<file path="config.mk">
export PLATFORM = sky130hd
export DESIGN_NAME = cal_seg_display
export DESIGN_NICKNAME = d
export VERILOG_FILES = /design/src/rtl/cal_seg_display.sv
export SDC_FILE = /design/constraint.sdc
export NUM_CORES = 1
export LEC_CHECK = 0
export CORE_MARGIN = 5
export CORE_UTILIZATION = 30
export CTS_CLUSTER_DIAMETER = 120
export CTS_CLUSTER_SIZE = 10
export DETAILED_ROUTE_END_ITERATION = 10
export PLACE_DENSITY_LB_ADDON = 0.2
export SYNTH_ARGS = -nofsm -noshare
export SYNTH_HDL_FRONTEND = slang
export SYNTH_SLANG_ARGS = --single-unit
export TNS_END_PERCENT = 100
</file>
<file path="constraint.sdc">
create_clock -name clk -period 5.5 [get_ports clk]
set_input_delay 1.1 -clock clk [delete_from_list [all_inputs] [get_ports clk]]
set_output_delay 1.1 -clock clk [all_outputs]
set_load 0.02 [all_outputs]
</file>
<file path="src/rtl/cal_seg_display.sv">
// Binary-to-seven-segment display stage: a sequential double-dabble converter
// feeding six registered active-low digits, with leading-zero blanking and overflow dashes.
module cal_seg_display #(
  parameter int IN_W          = 21,
  parameter bit BLANK_LEADING = 1'b1
) (
  input  logic            clk,
  input  logic            reset,
  input  logic [IN_W-1:0] value,
  input  logic            load,
  output logic [6:0]      seg0,
  output logic [6:0]      seg1,
  output logic [6:0]      seg2,
  output logic [6:0]      seg3,
  output logic [6:0]      seg4,
  output logic [6:0]      seg5,
  output logic            busy,
  output logic            done,
  output logic            overflow,
  output logic [1:0]      dbg_state_o
);
  // load is a one-cycle strobe with no ready: it is always accepted, either
  // starting a conversion (IDLE) or overwriting the pending value (busy).

  localparam int CNT_W = $clog2(IN_W + 1);

  typedef enum logic [1:0] {IDLE, SHIFT, UPDATE} state_t;

  state_t            state_q, state_d;
  logic [IN_W-1:0]   bin_q, bin_d;
  logic [23:0]       bcd_q, bcd_d;
  logic [CNT_W-1:0]  cnt_q, cnt_d;
  logic              ovf_q, ovf_d;
  logic              pend_q, pend_d;
  logic [IN_W-1:0]   pend_val_q, pend_val_d;
  logic [41:0]       seg_q, seg_d;
  logic              ovf_out_q, ovf_out_d;
  logic              done_q, done_d;

  logic [23:0]       bcd_adj;
  logic [41:0]       seg_next;
  logic              lead;

  function automatic logic [6:0] enc(input logic [3:0] d);
    case (d)
      4'd0:    enc = 7'b1000000;
      4'd1:    enc = 7'b1111001;
      4'd2:    enc = 7'b0100100;
      4'd3:    enc = 7'b0110000;
      4'd4:    enc = 7'b0011001;
      4'd5:    enc = 7'b0010010;
      4'd6:    enc = 7'b0000010;
      4'd7:    enc = 7'b1111000;
      4'd8:    enc = 7'b0000000;
      4'd9:    enc = 7'b0010000;
      default: enc = 7'b1111111;
    endcase
  endfunction

  always_comb begin
    bcd_adj = bcd_q;
    for (int i = 0; i < 6; i++) begin
      if (bcd_q[4*i +: 4] >= 4'd5) bcd_adj[4*i +: 4] = bcd_q[4*i +: 4] + 4'd3;
    end
  end

  // Walk from the most significant digit; blanking stops at the first non-zero digit.
  always_comb begin
    seg_next = '1;
    lead     = 1'b1;
    if (ovf_q) begin
      seg_next = {6{7'b0111111}};
    end else begin
      for (int i = 5; i >= 0; i--) begin
        if (BLANK_LEADING && lead && (i != 0) && (bcd_q[4*i +: 4] == 4'd0)) begin
          seg_next[7*i +: 7] = 7'b1111111;
        end else begin
          lead               = 1'b0;
          seg_next[7*i +: 7] = enc(bcd_q[4*i +: 4]);
        end
      end
    end
  end

  always_comb begin
    state_d    = state_q;
    bin_d      = bin_q;
    bcd_d      = bcd_q;
    cnt_d      = cnt_q;
    ovf_d      = ovf_q;
    pend_d     = pend_q;
    pend_val_d = pend_val_q;
    seg_d      = seg_q;
    ovf_out_d  = ovf_out_q;
    done_d     = 1'b0;
    case (state_q)
      IDLE: begin
        if (load) begin
          bin_d   = value;
          bcd_d   = '0;
          cnt_d   = '0;
          ovf_d   = 32'(value) > 32'd999999;
          state_d = SHIFT;
        end
      end
      SHIFT: begin
        {bcd_d, bin_d} = {bcd_adj[22:0], bin_q, 1'b0};
        cnt_d          = cnt_q + 1'b1;
        if (cnt_q == CNT_W'(IN_W - 1)) state_d = UPDATE;
        if (load) begin
          pend_d     = 1'b1;
          pend_val_d = value;
        end
      end
      UPDATE: begin
        seg_d     = seg_next;
        ovf_out_d = ovf_q;
        done_d    = 1'b1;
        pend_d    = 1'b0;
        state_d   = IDLE;
        // A load in this very cycle supersedes any older pending value.
        if (load || pend_q) begin
          bin_d   = load ? value : pend_val_q;
          bcd_d   = '0;
          cnt_d   = '0;
          ovf_d   = 32'(load ? value : pend_val_q) > 32'd999999;
          state_d = SHIFT;
        end
      end
      default: state_d = IDLE;
    endcase
  end

  always_ff @(posedge clk or posedge reset) begin
    if (reset) begin
      state_q    <= IDLE;
      bin_q      <= '0;
      bcd_q      <= '0;
      cnt_q      <= '0;
      ovf_q      <= 1'b0;
      pend_q     <= 1'b0;
      pend_val_q <= '0;
      seg_q      <= '1;
      ovf_out_q  <= 1'b0;
      done_q     <= 1'b0;
    end else begin
      state_q    <= state_d;
      bin_q      <= bin_d;
      bcd_q      <= bcd_d;
      cnt_q      <= cnt_d;
      ovf_q      <= ovf_d;
      pend_q     <= pend_d;
      pend_val_q <= pend_val_d;
      seg_q      <= seg_d;
      ovf_out_q  <= ovf_out_d;
      done_q     <= done_d;
    end
  end

  assign {seg5, seg4, seg3, seg2, seg1, seg0} = seg_q;
  assign busy        = (state_q != IDLE);
  assign done        = done_q;
  assign overflow    = ovf_out_q;
  assign dbg_state_o = state_q;

endmodule

</file>
* After elaboration in Yosys (flattened, before gate mapping)
Memories as Yosys holds them, arrays and structs flattened.
Cells that the tools add are included.
Widths: inputs -> output; s select.
** Cells by class
- Add/sub/neg operators :: 7
- $lt $le $gt $ge :: 8
- Eq/ne operators :: 7
- Multiplexer cells :: 41
- Reduce and logical (&&, ||, !) cells :: 19
** Operator list (number)
- $mux 21 :: 4
- $pmux 24 s3 :: 1
- $pmux 21 s3 :: 1
- $mux 24 :: 2
- $gt 21x20->1 const B :: 2
- $mux 42 :: 1
- $mux 7 :: 5
- $ge 4x3->1 const B :: 6
- $add 4x2->4 const B :: 5
- $logic_not 4->1 :: 5
- $mux 4 :: 5
- $pmux 5 s3 :: 1
- $mux 1 :: 13
- $mux 5 :: 2
- $ne 2x2->1 const B :: 4
- $pmux 2 s3 :: 1
- $reduce_and 3->1 :: 2
- $reduce_bool 2->1 :: 3
- $add 5x1->5 const B :: 1
- $eq 5x5->1 const B :: 1
- $logic_and 1x1->1 :: 4
- $mux 2 :: 2
- $pmux 1 s2 :: 2
- $reduce_and 2->1 :: 2
- 7 further kinds :: 7
** Storage, ports and cells
- Bits in registers :: 119
- ROM bits :: 672
- Input bits :: 24
- Output and inout port bits :: 47
- Logic and storage cells :: 98
- Memories kept :: 6
** Memory list
- (no name shown) :: depth 16, bits a word 7, read ports 1, clocked after Yosys merged registers in 0, write ports 0, RTL line 45 : case (d)
- (no name shown) :: depth 16, bits a word 7, read ports 1, clocked after Yosys merged registers in 0, write ports 0, RTL line 45
- (no name shown) :: depth 16, bits a word 7, read ports 1, clocked after Yosys merged registers in 0, write ports 0, RTL line 45
- (no name shown) :: depth 16, bits a word 7, read ports 1, clocked after Yosys merged registers in 0, write ports 0, RTL line 45
- (no name shown) :: depth 16, bits a word 7, read ports 1, clocked after Yosys merged registers in 0, write ports 0, RTL line 45
- (no name shown) :: depth 16, bits a word 7, read ports 1, clocked after Yosys merged registers in 0, write ports 0, RTL line 45

* Depth between registers and ports, before layout
Gate-level depths: netlist of run 1.
- Word-level depth :: 15
- Depth in mapped cells :: 10
- Depth with buffers taken out :: 8

* Worst setup path before layout of run 1
Ideal clock, no wire load.
- Path kind :: input to register
- Start point :: input load
- End point :: register pend_val_q[0]
- Setup time :: 0.125 ns
- Arrival :: 2.209 ns
- Data required time :: 5.375 ns
- Slack :: 3.167 ns
- Cell stages on the path :: 5
- Path buffers :: 3
- Cells stage by stage :: buf_2 -> buf_2 -> nand2_1 -> clkbuf_1 -> mux2_2
** On the way
- Longest elaborated chain between the ends :: 1
** Ends and longest elaborated chain
- start: declaration :: RTL line 10 : input logic load,
- $mux 21
- end signal: assignment :: RTL line 153 : pend_val_q <= pend_val_d;
- end: declaration :: RTL line 35 : logic [IN_W-1:0] pend_val_q, pend_val_d;
Every way passes these cells.
A chain may end at the register's enable or synchronous reset.

* Worst setup path in the final report of run 1
- Start point :: register state_q[0] (netlist: dbg_state_o[0])
- End point :: output busy
** On the way
- Longest elaborated chain between the ends :: 1
** Ends and longest elaborated chain
- start: declaration :: RTL line 29 : state_t state_q, state_d;
- start signal: assignment :: RTL line 147 : state_q <= state_d;
- $reduce_bool 2->1 :: RTL line 161 : assign busy = (state_q != IDLE);
- end: declaration :: RTL line 17 : output logic busy,
Every way passes these cells.

==> impl_metrics.ini, run 1 <==
[cts]
cts-root-buf = clkbuf_16
htreeDepth = 4
cts_num_sinks = 119
postCtsSetupBuffers = 0
path_clk_slew_ns = 0.06
cts_tree = done
cts_buffers = 17
postCtsHoldBufs = 0
clk_latency_ns = 0.42
cts_resized = 0
cts_buffer_depth = 2

[sta]
max_freq_mhz = 321
report.final.slew_viol_count = 0
rsz0062_at_grt = false
setup_tns_ns = 0
fin_crit_sh = 0.567
relSlewSlack = 0.260
fin_crit_ns = 3.12
worst_pin_slew_ns = 1.11
setup_viol = 0
fin_skew_ns = 0.00602
final_hold_viol_count = 0
hold_ws_ns = 0.477

[yosys]
synth_nets = 795
syn-cell-area_mm2 = 0.00679
synth-edff-count = 0
synthAdderAreaFrac = 0.0718
synth_flop_cell = dfrtp_1
yosys.area.top_type = dfrtp_1
synth_cells = 732
synth_top_family_by_area = compound AO/OA/AOI/OAI gates
synth_seq_cells = 119
synth.top_cell.area_share = 0.284
yosys-mux-area-fraction = 0.0573
synth_warnings = 0
ys_types = 55
yosys-top-cells-count = 92 x nor2_1, 77 x dfrtp_1, 74 x a21oi_1
synth_most_common_cell = nor2_1
synth.avg_cell_area_um2 = 9.28
synth_compound_area_frac = 0.223
synthArstFlopShare = 1.00
synthTopCellsByArea = dfrtp_1 28%, dfstp_2 16%, ha_1 7.2%
synth_xor_area_frac = 0.00903
yosysSeqAreaShare = 0.446
synth-simple-area-share = 0.142

[setup_path]
startpoint = dbg_state_o[0]
slowest_delay_ns = 0.66
path_max_fanout = 5
setup.worst_path.end_class = primary output
crit_slowest_cell = clkdlybuf4s50_1
cp-start-kind = flop
cp_common_cell = inv_1
worstPathRequired_ns = 4.40
crit_arrival_ns = 2.02
crit_buf_inv = 3
path_cells = inv_1 > ha_1 > inv_1 > clkdlybuf4s50_1
cp_top_family = buffers and inverters
crit_type = flop to primary output
r2r_start = dbg_state_o[0]

[min_path]
hp-class = flop to flop
hp-start = bin_q[20]

[floorplan]
dieHeight_um = 160
chipWidth_um = 160
floorplan.initialDensity = 0.303
rows = 55
pin_count = 71
die_area_mm2 = 0.0258
core_area_mm2 = 0.0224

[cells_and_area]
num_antenna_cells = 0
finish.instance_area_mm2 = 0.00829
drive_above_1_share = 0.154
multi_input_area_mm2 = 0.00342
nets = 844
syn2layout_area_growth_pct = 22.1
fillers = 2300
final-seq-area_mm2 = 0.00303

[route]
drcViolationCount = 0
drt_iter0_markers = 406
vias = 5463
wire_per_inst_um = 16.3
drtAntennaViolNets = 0
drt-total-wl_mm = 17.5
drtPass1Iterations = 5
viasPerCell = 5.06

[placement]
port_buffers = 70
place_area_mm2 = 0.00771
gp_congestion = 0.781
dp_hpwl_mm = 11.9

[global_routing]
grtUsageTotal = 0.138
met3_usage = 0.0272
grt_pass1_wl_mm = 29.0
globalRouteMet1Util = 0.189
grt_pass1_vias = 5388
met2_usage = 0.221
grt_max_degree = 75
busiest_layer = met2
overflow = 0
antenna_found_initial = 0

[power]
ir_drop_mv = 0.219
leakage_nw = 3.31
powerDensity_mw_per_mm2 = 558

[run]
maxCapViolations = 0

[status]
outcome = completed
[flip-flops by register name, summed over array words and instances (netlist names)]
register	count
done	1
dbg_state_o	2
pend_q	1
overflow	1
cnt_q	5
bcd_q	24
pend_val_q	21
ovf_q	1
bin_q	21
seg_q	42
[routing by layer]
layer	part of all wire	vias up
li1	-	2730
met1	0.49	2598
met2	0.46	116
met3	0.036	19
met4	0.013	0
met5	0	-
[final cells by class]
type / count / area share
inverters: 39 / 0.0180
repair buffers: 77 / 0.0908
clock buffers: 23 / 0.0588
flip-flops and latches: 119 / 0.365
multi-input cells: 527 / 0.412
clock inverters: 9 / 0.0118
well taps: 285 / 0.0430
[through the flow]
step | worst slack [ns] | util | total power [mW] | instances
6_report | 2.38 | 0.370 | 4.62 | 1079
5_1_grt | 2.22 | 0.370 | 4.98 | 1079
4_1_cts | 2.35 | 0.370 | 4.67 | 1079
3_5_place_dp | 1.95 | 0.344 | 3.54 | 1047
3_3_place_gp | 2.05 | 0.344 | 3.53 | 1047
2_1_floorplan | 1.31 | - | 2.92 | 732
[where the power goes]
part / internal, mW / switching, mW / leakage, nW / total (mW)
combinational: 0.837 / 1.12 / 1.60 / 1.95
sequential: 1.25 / 0.304 / 1.41 / 1.56
clock: 0.710 / 0.403 / 0.292 / 1.11
[cells by family (layout without fill, tap and decap cells)]
group | count (synthesis) | in the layout
fa+ha+maj | 39 | 39
xor+xnor | 7 | 7
simple gates | 212 | 212
compound gates | 234 | 234
buf+inv | 86 | 148
flops | 119 | 119
mux | 35 | 35
[worst min-delay path, delay by kind of cell (launching register included)]
| family | cells | cell delay (ns) |
|---|---|---|
| flip-flops | 1 | 0.34 |
| AO/OA/AOI/OAI | 1 | 0.05 |
| AND/OR/NAND/NOR | 1 | 0.05 |
[worst paths after layout]
path	end	depth (start not counted)	slack (ns)
max	busy	4	2.38
max reg2reg	bin_q[17]	6	2.55
min	bin_q[20]	2	0.48
min reg2reg	bin_q[20]	2	0.48
min in group asynchronous	bcd_q[19]	2	1.26
max in group asynchronous	seg_q[15]	3	3.30
[placed cells by master (no fill, tap or decap), types with 3 or more instances in the layout]
master,Yosys,final
o21a_1,3,3
clkbuf_16,0,17
clkdlybuf4s50_1,0,70
nor3_1,5,5
o22ai_1,6,6
nand2_1,60,60
nand4_1,3,3
mux2i_1,4,4
a31oi_1,7,7
nor2b_1,5,5
dfrtp_1,77,77
o31ai_1,19,19
nand2b_1,12,12
nand3_1,17,17
a21oi_1,74,74
a22o_1,11,11
o32a_1,3,3
xnor2_1,7,7
nor4_1,3,3
ha_1,39,38
a221oi_1,11,11
o21ai_0,52,52
a222oi_1,12,12
o21ai_1,3,3
buf_4,0,7
a211oi_1,6,6
inv_1,38,37
o22a_1,13,13
mux2_2,31,31
clkinv_2,0,6
clkbuf_8,0,4
dfstp_2,42,42
nor2_1,92,92
(Power assumes the default switching activity.)
==> inputs of run 2 (changes only) <==
==> constraint.sdc (replaced) <==
create_clock -name clk -period 2.55 [get_ports clk]
set_input_delay 0.51 -clock clk [delete_from_list [all_inputs] [get_ports clk]]
set_output_delay 0.51 -clock clk [all_outputs]
set_load 0.02 [all_outputs]
==> impl_metrics.ini, run 2 (same netlist as run 1, synthesis figures left out) <==
[status]
outcome = completed

[sta]
worst_pin_slew_ns = 1.01
relSlewSlack = 0.323
max_freq_mhz = 442
fin_crit_ns = 2.26
hold_ws_ns = 0.479
fin_crit_sh = 0.887
fin_skew_ns = 0.00414
final_hold_viol_count = 0
report.final.slew_viol_count = 0
setup_ws_ns = 0.288
rsz0062_at_grt = false
setup_viol = 0
setup_tns_ns = 0

[route]
drt-total-wl_mm = 17.9
drtAntennaViolNets = 0
viasPerCell = 5.10
drt_iter0_markers = 342
drcViolationCount = 0
vias = 5604
drtPass1Iterations = 7
wire_per_inst_um = 16.3

[setup_path]
path_max_fanout = 5
path_cells = inv_1 > ha_1 > inv_1 > dlygate4sd2_1
r2r_start = bcd_q[20]
cp_top_family = buffers and inverters
cp_common_cell = inv_1
cp.depth = 4
crit_slowest_cell = dfrtp_1
r2r_setup_slack_ns = 0.34
worstRegToRegCells = 7
crit_arrival_ns = 1.75
startpoint = dbg_state_o[0]
crit_path_end = busy
setup.worst_path.end_class = primary output
crit_type = flop to primary output
cp-start-kind = flop
worstPathRequired_ns = 2.04
slowest_delay_ns = 0.41
r2r_end = seg_q[20]
crit_buf_inv = 3

[power]
p_seq_frac = 0.322
p_comb_frac = 0.436
p_int_mw = 6.32
ir_drop_mv = 0.507
power_mw = 10.3
p_clk_frac = 0.242
switchingPower_mw = 3.97
powerDensity_mw_per_mm2 = 1200
switching_share = 0.386
leakage_nw = 3.46

[cells_and_area]
num_antenna_cells = 0
largest_register_ff_count = 42
reg_top3 = seg_q: 42 flops, bcd_q: 24 flops
syn2layout_area_growth_pct = 26.0
fillers = 2265
final_cell_mix = 92 x nor2_1, 77 x dfrtp_1, 74 x a21oi_1, 69 x clkdlybuf4s50_1, 60 x nand2_1
drive_above_1_share = 0.175
layout_commonest_cell = nor2_1
top_register = seg_q
nets = 863

[run]
maxCapViolations = 0

[global_routing]
grtUsageTotal = 0.140
grt_pass1_wl_mm = 29.3
grt_pass1_vias = 5380
grt_max_degree = 33
antenna_found_initial = 0
overflow = 0

[cts]
clk_latency_ns = 0.41
htreeDepth = 4
cts_buffer_depth = 2
postCtsSetupBuffers = 0
cts_resized = 1
path_clk_slew_ns = 0.05
cts-root-buf = clkbuf_16
cts_tree = done
postCtsHoldBufs = 0
cts_num_sinks = 119
cts_buffers = 17

[floorplan]
pin_count = 71
die_area_mm2 = 0.0258
dieHeight_um = 160
rows = 55
chipWidth_um = 160
floorplan.initialDensity = 0.303
core_area_mm2 = 0.0224

[min_path]
hp-class = flop to flop

[placement]
gp_congestion = 0.787
pre_cts_ws_ns = 0.280
port_buffers = 70
dp_hpwl_mm = 12.6
==> run 2: cell count changes in the layout (fill, tap and decap cells not counted), sizes merged <==
cell and delta:
clkdlybuf4s50 -1, inv -1, dlygate4sd2 +1, clkbuf +5
bufinv -2, buf +19, clkinv -2
==> run 2: area by class of cell <==
cell class,instances,area (um2),share of cell area
clock buffers,28,612,0.0715
clock inverters,4,20.0,0.00234
inverters,39,150,0.0175
multi-input cells,527,3420,0.399
flip-flops and latches,119,3030,0.354
well taps,285,357,0.0417
repair buffers,96,970,0.113
==> run 2: worst min path at each step <==
stage,cells after the start,startpoint,to
finish,1,seg_q[34],seg_q[34]
global route,1,seg_q[34],seg_q[34]
global placement,2,seg_q[27],seg_q[27]
CTS,1,seg_q[34],seg_q[34]
floorplan,2,bin_q[15],bin_q[15]
detailed placement,1,seg_q[34],seg_q[34]
==> run 2: per-stage QoR <==
stage / utilization / cell area (um2) / cells
detailed placement: 0.353 / 7930 / 1066
CTS: 0.381 / 8560 / 1098
global route: 0.381 / 8560 / 1098
floorplan: - / 6800 / 732
finish: 0.381 / 8560 / 1098
global placement: 0.353 / 7930 / 1066
==> run 2: power groups by stage <==
stage	Clock [mW]	Sequential, mW	Combinational (mW)
floorplan	0	3.36	2.94
global placement	0	3.35	4.51
detailed placement	0	3.35	4.53
CTS	2.56	3.32	4.55
global route	2.64	3.43	4.99
finish	2.49	3.32	4.49
==> run 2: layer usage <==
metal / global-route usage / routed length, um / vias to the layer above
met5: 0 / 0 / -
met1: 0.193 / 8490 / 2693
li1: - / - / 2770
met3: 0.0318 / 881 / 12
met4: 0.0329 / 137 / 0
met2: 0.224 / 8380 / 129
